$ cat src/rtl/inst_recv.sv
// -----------------------------------------------------------------------------
// inst_recv -- instruction receive buffer between fetch and decode.
//
// Holds one fetch tag (pc + exception info) and its instruction. The
// instruction comes from one of three places: a NOP when the tag carries an
// exception, inst_in when the fetch stage already has it, or an in-order
// instruction-SRAM response (data_ok/rdata). Responses that belong to
// squashed fetches are counted in drop_cnt and thrown away as they arrive.
//
// Ports
//   clk, rst                 clock, synchronous active-high reset
//   in_valid / in_ready      fetch-side handshake
//   pc_in, inst_in,
//   inst_valid_in            fetch tag and (optionally) its instruction
//   has_exc_in, ecode_in,
//   esubcode_in              fetch exception tag
//   data_ok, rdata           in-order instruction-SRAM response
//   discard                  one in-flight response is stale
//   flush                    exception / ertn squash
//   out_valid / out_ready    decode-side handshake
//   pc_out, inst_out,
//   has_exc_out, ecode_out,
//   esubcode_out             registered outputs to decode
//   proto_err                sticky: an unexpected data_ok was seen
// -----------------------------------------------------------------------------
module inst_recv (
  input  logic        clk,
  input  logic        rst,
  input  logic        in_valid,
  output logic        in_ready,
  input  logic [31:0] pc_in,
  input  logic [31:0] inst_in,
  input  logic        inst_valid_in,
  input  logic        has_exc_in,
  input  logic [5:0]  ecode_in,
  input  logic [8:0]  esubcode_in,
  input  logic        data_ok,
  input  logic [31:0] rdata,
  input  logic        discard,
  input  logic        flush,
  output logic        out_valid,
  input  logic        out_ready,
  output logic [31:0] pc_out,
  output logic [31:0] inst_out,
  output logic        has_exc_out,
  output logic [5:0]  ecode_out,
  output logic [8:0]  esubcode_out,
  output logic        proto_err
);

  localparam logic [31:0] NOP = 32'h0340_0000;

  typedef enum logic [1:0] {
    S_EMPTY,
    S_WAIT,
    S_FULL
  } state_e;

  state_e      state_q, state_d;
  logic [1:0]  drop_q, drop_d;
  logic [31:0] pc_q, pc_d;
  logic [31:0] inst_q, inst_d;
  logic        exc_q, exc_d;
  logic [5:0]  ecode_q, ecode_d;
  logic [8:0]  esub_q, esub_d;
  logic        perr_q, perr_d;

  logic        accept;
  logic        resp_live;   // response that belongs to the live fetch
  logic        consume;
  logic [1:0]  drop_inc;
  logic        drop_dec;
  logic [2:0]  drop_sum;

  // Reset gates in_ready so nothing is accepted during the reset cycle.
  assign in_ready  = !rst && !flush &&
                     ((state_q == S_EMPTY) || ((state_q == S_FULL) && out_ready));
  assign accept    = in_valid && in_ready;
  assign resp_live = data_ok && (drop_q == 2'd0);

  always_comb begin
    // NOTE: every variable gets a default first so no path leaves one
    // unassigned, which would otherwise infer a latch.
    state_d = state_q;
    pc_d    = pc_q;
    inst_d  = inst_q;
    exc_d   = exc_q;
    ecode_d = ecode_q;
    esub_d  = esub_q;
    perr_d  = perr_q;
    consume = 1'b0;

    case (state_q)
      S_EMPTY, S_FULL: begin
        if (accept) begin
          pc_d    = pc_in;
          exc_d   = has_exc_in;
          ecode_d = ecode_in;
          esub_d  = esubcode_in;
          if (has_exc_in) begin
            state_d = S_FULL;
            inst_d  = NOP;
          end else if (inst_valid_in) begin
            state_d = S_FULL;
            inst_d  = inst_in;
          end else if (resp_live) begin
            state_d = S_FULL;
            inst_d  = rdata;
            consume = 1'b1;
          end else begin
            state_d = S_WAIT;
          end
        end else if ((state_q == S_FULL) && out_ready) begin
          state_d = S_EMPTY;
        end
      end
      S_WAIT: begin
        // A live response here always belongs to the held tag, even when a
        // flush squashes it in the same cycle.
        if (resp_live) begin
          state_d = S_FULL;
          inst_d  = rdata;
          consume = 1'b1;
        end
      end
      default: state_d = S_EMPTY;
    endcase

    if (flush) begin
      state_d = S_EMPTY;
      exc_d   = 1'b0;
    end

    if (resp_live && !consume) perr_d = 1'b1;
  end

  // Drop counter: a flush in WAIT orphans the outstanding response unless it
  // arrives in the very same cycle. Increments of up to 2 saturate at 3; a
  // decrement only happens when the count is nonzero, so no underflow.
  always_comb begin
    drop_inc = {1'b0, discard} +
               {1'b0, (flush && (state_q == S_WAIT) && !resp_live)};
    drop_dec = data_ok && (drop_q != 2'd0);
    drop_sum = {1'b0, drop_q} + {1'b0, drop_inc} - {2'b00, drop_dec};
    drop_d   = (drop_sum > 3'd3) ? 2'd3 : drop_sum[1:0];
  end

  always_ff @(posedge clk) begin
    // NOTE: state registers use non-blocking assignments so every flop
    // samples the pre-edge values regardless of statement order.
    if (rst) begin
      state_q <= S_EMPTY;
      drop_q  <= 2'd0;
      pc_q    <= '0;
      inst_q  <= '0;
      exc_q   <= 1'b0;
      ecode_q <= '0;
      esub_q  <= '0;
      perr_q  <= 1'b0;
    end else begin
      state_q <= state_d;
      drop_q  <= drop_d;
      pc_q    <= pc_d;
      inst_q  <= inst_d;
      exc_q   <= exc_d;
      ecode_q <= ecode_d;
      esub_q  <= esub_d;
      perr_q  <= perr_d;
    end
  end

  assign out_valid    = (state_q == S_FULL);
  assign pc_out       = pc_q;
  assign inst_out     = inst_q;
  assign has_exc_out  = exc_q;
  assign ecode_out    = ecode_q;
  assign esubcode_out = esub_q;
  assign proto_err    = perr_q;

endmodule

$ cat config.mk
export PLATFORM = sky130hd
export DESIGN_NAME = inst_recv
export DESIGN_NICKNAME = d
export VERILOG_FILES = /design/src/rtl/inst_recv.sv
export SDC_FILE = /design/constraint.sdc
export NUM_CORES = 1
export LEC_CHECK = 0
export CORE_ASPECT_RATIO = 1.2
export CORE_MARGIN = 2
export CORE_UTILIZATION = 40
export CTS_CLUSTER_SIZE = 28
export DETAILED_ROUTE_END_ITERATION = 10
export PLACE_DENSITY = 0.87
export SYNTH_ARGS = -nofsm -noshare
export SYNTH_HDL_FRONTEND = slang
export SYNTH_SLANG_ARGS = --single-unit
$ cat constraint.sdc
create_clock -name clk -period 4.7 [get_ports clk]
set_clock_uncertainty 0.2 [all_clocks]
set_input_delay 0.94 -clock clk [delete_from_list [all_inputs] [get_ports clk]]
set_output_delay 0.94 -clock clk [all_outputs]
set_load 0.05 [all_outputs]
==> metrics, run 1 <==
status complete, no violations; Worst Tran Pin Value 1080 ps; Final ANT Viol Nets 0; via count 3838; worst IR drop on VDD 0.174 mV; required time worst endpoint 3560 ps; antenna cell count 0; CTS Buffer Depth 2; Setup Buffers After CTS 0; sw frac 32.0%; fin crit share 79.6%; Synth Net Count 566; fin cells 747; minimum clock period 3740 ps; CP most frequent cell clkdlybuf4s50_1; syn avg cell area 8.56 um2; r2r setup slk 2170 ps; Clock transition at path regs 70 ps; Setup-failing EPs final 0; hold depth 2; Initial DRT Pass Iterations 4; # rows 38; CTS Hold Buffers Added 0; post-synth top area share 44.9%; first-pass GRT wire length 18.0 mm; cells along the critical path clkdlybuf4s50_1 > nor2_2 > nand2_1 > nor2_1 > clkdlybuf4s50_1; clk root buf clkbuf_8; NetSw 0.582 mW; Yosys top cell by area dfxtp_1; later-pin clock latency in the skew report 340 ps; Crit. End Element primary output; Die Area 10300 um2; RR Endpoint drop_q[1]$_SDFF_PP0_; initial antenna violation count 0; clock power share 26.6%; CTS H-tree depth 3; Num CTS Buffers 9; vias in the first global route 3871; Pint 1.24 mW; post-route cell area 6010 um2; Cell Area, Synth 3790 um2; Routability Congestion 0.744; placed cell count 732; slew margin rel. 28.2%; CTS sink cnt 85; placed inst area 5830 um2; Leak 2.03 nW; wire per inst 15.0 um; setup_tns 0 ps; total track usage 21.6%; Final nets 746; Hold/Removal Path Class register to register; IO buf count 202; Syn. warnings 0; Top delay family on crit path buffers and inverters; Area Growth Syn to Fin 58.7%; Die Y 111 um; Slew Viols, Final 0; largest net degree at the start of global routing 88; sequential-to-total area share from yosys stat 44.9%; Min Hold Slack 255 ps; Comb power frac 30.0%; synthesis-stage register bit count 85; Hold Vio Cnt, Final 0; Iter 0 DRT Violations 101; Seq pwr share 43.4%; R2R cell count 7; pwr/cell area 302 nW/um2; Critical path buffers and inverters 2; total gr overflow 0; CTS tree done; slowest CP cell clkdlybuf4s50_1; commonest non-fill, non-tap cell in the layout clkdlybuf4s50_1; HP Start pc_out[8]$_SDFFE_PP0P_; Core Area 9130 um2; reported max-cap violation count 0; post-CTS sizing 0; Via density 5.14; fraction of layout instances using a drive strength above 1 9.57%; endpoint arrival time on the critical path 2600 ps; Yosys cell types 37; RSZ-0062 raised after global routing false; max incr delay on CP 800 ps; CP max FO 6; Die X 92.9 um; crit path launch type primary input; detailed-placement wirelength estimate 8.05 mm; Setup CP Type primary input to primary output; overall power 1.82 mW; DRC Markers 0; Hold Path End pc_out[8]$_SDFFE_PP0P_; Synth area leaders dfxtp_1 45%, a21oi_1 10%, a211oi_2 9.6%; Max Clk Rate 267 MHz; routed wire length 11.2 mm; Synth Instances 443; commonest non-fill, non-tap cells in the layout 201 x clkdlybuf4s50_1, 96 x nand2_1, 85 x dfxtp_1; r2r startpoint drop_q[1]$_SDFF_PP0_; IO Count 203; starting density of the core 41.5%
-- worst max-delay path by stage --
stage / from / endpoint / slack, ps / cells after the start
after floorplan: rst / in_ready / 1610 / 4
after global placement: flush / in_ready / 960 / 5
after detailed placement: flush / in_ready / 950 / 5
after CTS: flush / in_ready / 950 / 5
after global routing: flush / in_ready / 900 / 5
final: flush / in_ready / 960 / 5
-- kinds of logic (layout without fill, tap and decap cells) --
logic type,count (synthesis),in the layout,share of synthesized area (%)
mux,2,2,0.528
buf+inv,46,230,6.11
fa+ha+maj,3,3,1.39
xor+xnor,1,1,0.231
flops,85,85,44.9
compound gates,151,151,27.9
simple gates,155,155,19.0
-- tightest hold or removal path: stages (launching register included) --
cell and delay (ps):
dfxtp_1 310, nand2_1 50, a21oi_1 50
-- state kept, by name (all words and copies together) (netlist names) --
signal        count
ecode_out         6
proto_err         1
state_q           2
inst_out         32
esubcode_out      9
has_exc_out       1
pc_out           32
drop_q            2
-- metrics by stage --
| stage | setup WS, ps | utilization (%) |
|---|---|---|
| 2_1_floorplan | 1610 | - |
| 6_report | 961 | 65.9 |
| 5_1_grt | 898 | 65.9 |
| 3_5_place_dp | 948 | 63.9 |
| 3_3_place_gp | 962 | 63.9 |
| 4_1_cts | 953 | 65.9 |
-- cell type report --
class                           count  area, um2
Clock buffer                       10        128
Clock inverter                      5       52.6
Tap cell                          120        150
Inverter                            5       18.8
Multi-Input combinational cell    312       1870
Timing Repair Buffer              210       2090
Fill cell                         702       3110
Sequential cell                    85       1700
-- cell usage after synthesis, drive strengths merged --
library cell  count
xnor2             1
clkbuf           15
and4              1
a211oi           29
fa                2
nand2b            6
nor3              1
nor3b             2
and3              2
nand3             2
o21ba             1
or3b              1
nor2             10
inv               5
o32ai             3
a2bb2oi           4
a21oi            78
buf              26
ha                1
and2              1
mux2i             2
or3               1
nand2            96
dfxtp            85
o21a              1
o21ai             6
nor2b            32
o22ai            29
-- metal layers --
layer,vias to the layer above,GRT usage (%),share of wire (%)
met5,-,0,0
met4,0,8.63,2.5
met3,22,8.66,10
met2,174,37.8,49
met1,1751,22.7,39
li1,1891,-,-
-- power by group through the flow --
stage	Sequential [mW]	Combinational, mW	Clock, mW
after floorplan	0.909	0.225	0
after global placement	0.803	0.525	0
after detailed placement	0.805	0.544	0
after CTS	0.788	0.547	0.504
after global routing	0.795	0.583	0.534
final	0.788	0.545	0.484
Note: power is estimated with default switching activity, not from simulation.
==> run 2: changes to the inputs <==
Settings changed: CORE_UTILIZATION 40 to 36, PLACE_DENSITY 0.87 to 0.83.
Clock period 4.7 ns to 3.3 ns, I/O delays scaled along.
==> run 2 against run 1 <==
Effect of this change:
- total power up 58%
- routed wire length is essentially flat
- critical path type is now primary input to register
- largest cell class unchanged
- combinational power increased by 44%
- sequential cell count unchanged
- first-iteration DRC count is 33% higher
- critical path depth is 3 higher
- highest routed layer unchanged
- worst hold slack lost 2.4 ps
==> metrics, run 2 (synthesis results as in run 1) <==
status complete, no violations; commonest non-fill, non-tap cells in the layout 200 x clkdlybuf4s50_1, 96 x nand2_1, 85 x dfxtp_1; routed wire length 11.2 mm (about the same); # rows 41 (+7.9%); Slew Viols, Final 0 (unchanged); Setup Buffers After CTS 0 (unchanged); R2R cell count 7 (unchanged); antenna cell count 0 (unchanged); max layer used met4; Final ANT Viol Nets 0 (unchanged); Met3 Routed Length 851 um (-25%); pre-CTS setup slack 138 ps (-810 ps); Final nets 750 (+0.54%); Setup CP Type primary input to register; Iter 0 DRT Violations 134 (+33%); IO Count 203 (unchanged); largest net degree at the start of global routing 87 (-1.1%); max incr delay on CP 480 ps (-320 ps); minimum clock period 2800 ps; fraction of layout instances using a drive strength above 1 10.8% (+1.2 points); initial antenna violation count 0 (unchanged); clk root buf clkbuf_16; Routability Congestion 0.832 (+12%); fin cells 760 (+1.7%); pwr/cell area 465 nW/um2 (+54%); total track usage 18.8% (-2.8 points); Crit. End Element register; slew margin rel. 27.0% (-1.2 points); vias in the first global route 3630 (-6.2%); Setup WS post-layout 495 ps (-466 ps); Clock transition at path regs 60 ps (about the same); IO buf count 202 (unchanged); placed cell count 745 (+1.8%); RSZ-0062 raised after global routing false; fin crit share 85.0%; slowest CP cell clkdlybuf4s50_1; Area Growth Syn to Fin 62.8%; Critical path buffers and inverters 1 (-1); r2r startpoint drop_q[1]$_SDFF_PP0_; RR Endpoint drop_q[0]$_SDFF_PP0_; CP max FO 3 (-3); Die Y 116 um (+5.2%); HP Start pc_out[14]$_SDFFE_PP0P_; reported max-cap violation count 0 (unchanged); CTS Buffer Depth 2 (unchanged); total gr overflow 0 (unchanged); CTS sink cnt 85 (unchanged); first-pass GRT wire length 17.4 mm (-3.2%); required time worst endpoint 3280 ps (-280 ps); via count 3854 (+0.42%); CTS Hold Buffers Added 0 (unchanged); detailed-placement wirelength estimate 8.20 mm (+1.9%); r2r setup slk 930 ps (-1240 ps); Core Area 10400 um2 (+14%); Max Clk Rate 357 MHz; Num CTS Buffers 9 (unchanged); hold depth 2 (unchanged); crit path launch type primary input; Setup-failing EPs final 0 (unchanged); CTS H-tree depth 3 (unchanged); Top delay family on crit path adder cells; cells along the critical path clkdlybuf4s50_1 > or3b_1 > and3_1 > fa_1 > fa_1 > xnor2_1 > nor2_1 > nor2_1; Die X 97.7 um (+5.2%); starting density of the core 36.6% (-4.9 points); met1 WL 4.40 mm (+2.0%); met2 wire len 5.70 mm (+4.1%); Via density 5.07 (-1.3%); post-CTS sizing 0 (unchanged); Hold Vio Cnt, Final 0 (unchanged); Hold/Removal Path Class register to register; Die Area 11400 um2 (+11%); Initial DRT Pass Iterations 4 (unchanged); setup_tns 0 ps (unchanged); commonest non-fill, non-tap cell in the layout clkdlybuf4s50_1; Worst Tran Pin Value 1100 ps (+18.1 ps); CTS tree done; worst IR drop on VDD 0.224 mV (+29%); DRC Markers 0 (unchanged); endpoint arrival time on the critical path 2780 ps (+180 ps); later-pin clock latency in the skew report 330 ps (about the same); Leak 2.11 nW (+3.5%); Hold Path End pc_out[14]$_SDFFE_PP0P_; wire per inst 14.7 um (-1.7%)
run 2: cell types whose count changed in the layout (fill, tap and decap cells not counted):
cell,previous run,this run
clkbuf_8,9,0
nand3_2,0,1
clkinv_2,3,2
buf_4,8,13
clkinv_4,0,2
nand3_1,2,1
and3_1,2,1
and3_2,0,1
clkbuf_1,1,0
clkdlybuf4s50_1,201,200
clkbuf_16,0,9
run 2: how the worst max path moves through the flow:
stage            start                    to  slack [ps]  cells after the start
2_1_floorplan  data_ok  drop_q[0]$_SDFF_PP0_         720                      7
3_3_place_gp   data_ok  drop_q[1]$_SDFF_PP0_         220                      8
5_1_grt        data_ok  drop_q[1]$_SDFF_PP0_         380                      8
4_1_cts        data_ok  drop_q[0]$_SDFF_PP0_         500                      8
6_report       data_ok  drop_q[0]$_SDFF_PP0_         500                      8
3_5_place_dp   data_ok  drop_q[0]$_SDFF_PP0_         140                      8
run 2: power breakdown:
group          internal, mW  total, mW  switching, mW
sequential             1.08       1.12         0.0383
combinational         0.341      0.783          0.442
clock                 0.581      0.964          0.383
run 2: layout make-up:
cell class / count / area (um2)
clock buffer: 9 / 225
clock inverter: 6 / 65.1
fill: 891 / 4190
inverter: 5 / 18.8
multi-input combinational: 312 / 1880
sequential: 85 / 1700
tap: 129 / 161
timing repair buffer: 214 / 2120
run 2: metal layers:
layer / global-route usage, % / up-vias
li1: - / 1897
met1: 21.0 / 1765
met2: 34.0 / 173
met3: 4.67 / 19
met4: 8.33 / 0
met5: 0 / -
run 2: worst register-to-register path: cells and delay by family, from the launching register on:
kind	cells	cell delay (ps)
flip-flops	1	350
adder cells (fa/ha/maj)	2	770
AND/OR/NAND/NOR	4	750
XOR/XNOR	1	160
run 2: metrics by stage:
stage	hold WS, ps	total power [mW]	instance area (um2)	util, %
after floorplan	357	1.61	3790	-
after global placement	243	1.90	5880	56.7
after detailed placement	248	1.93	5880	56.7
after CTS	257	2.91	6170	59.5
after global routing	276	3.01	6170	59.5
final	252	2.87	6170	59.5
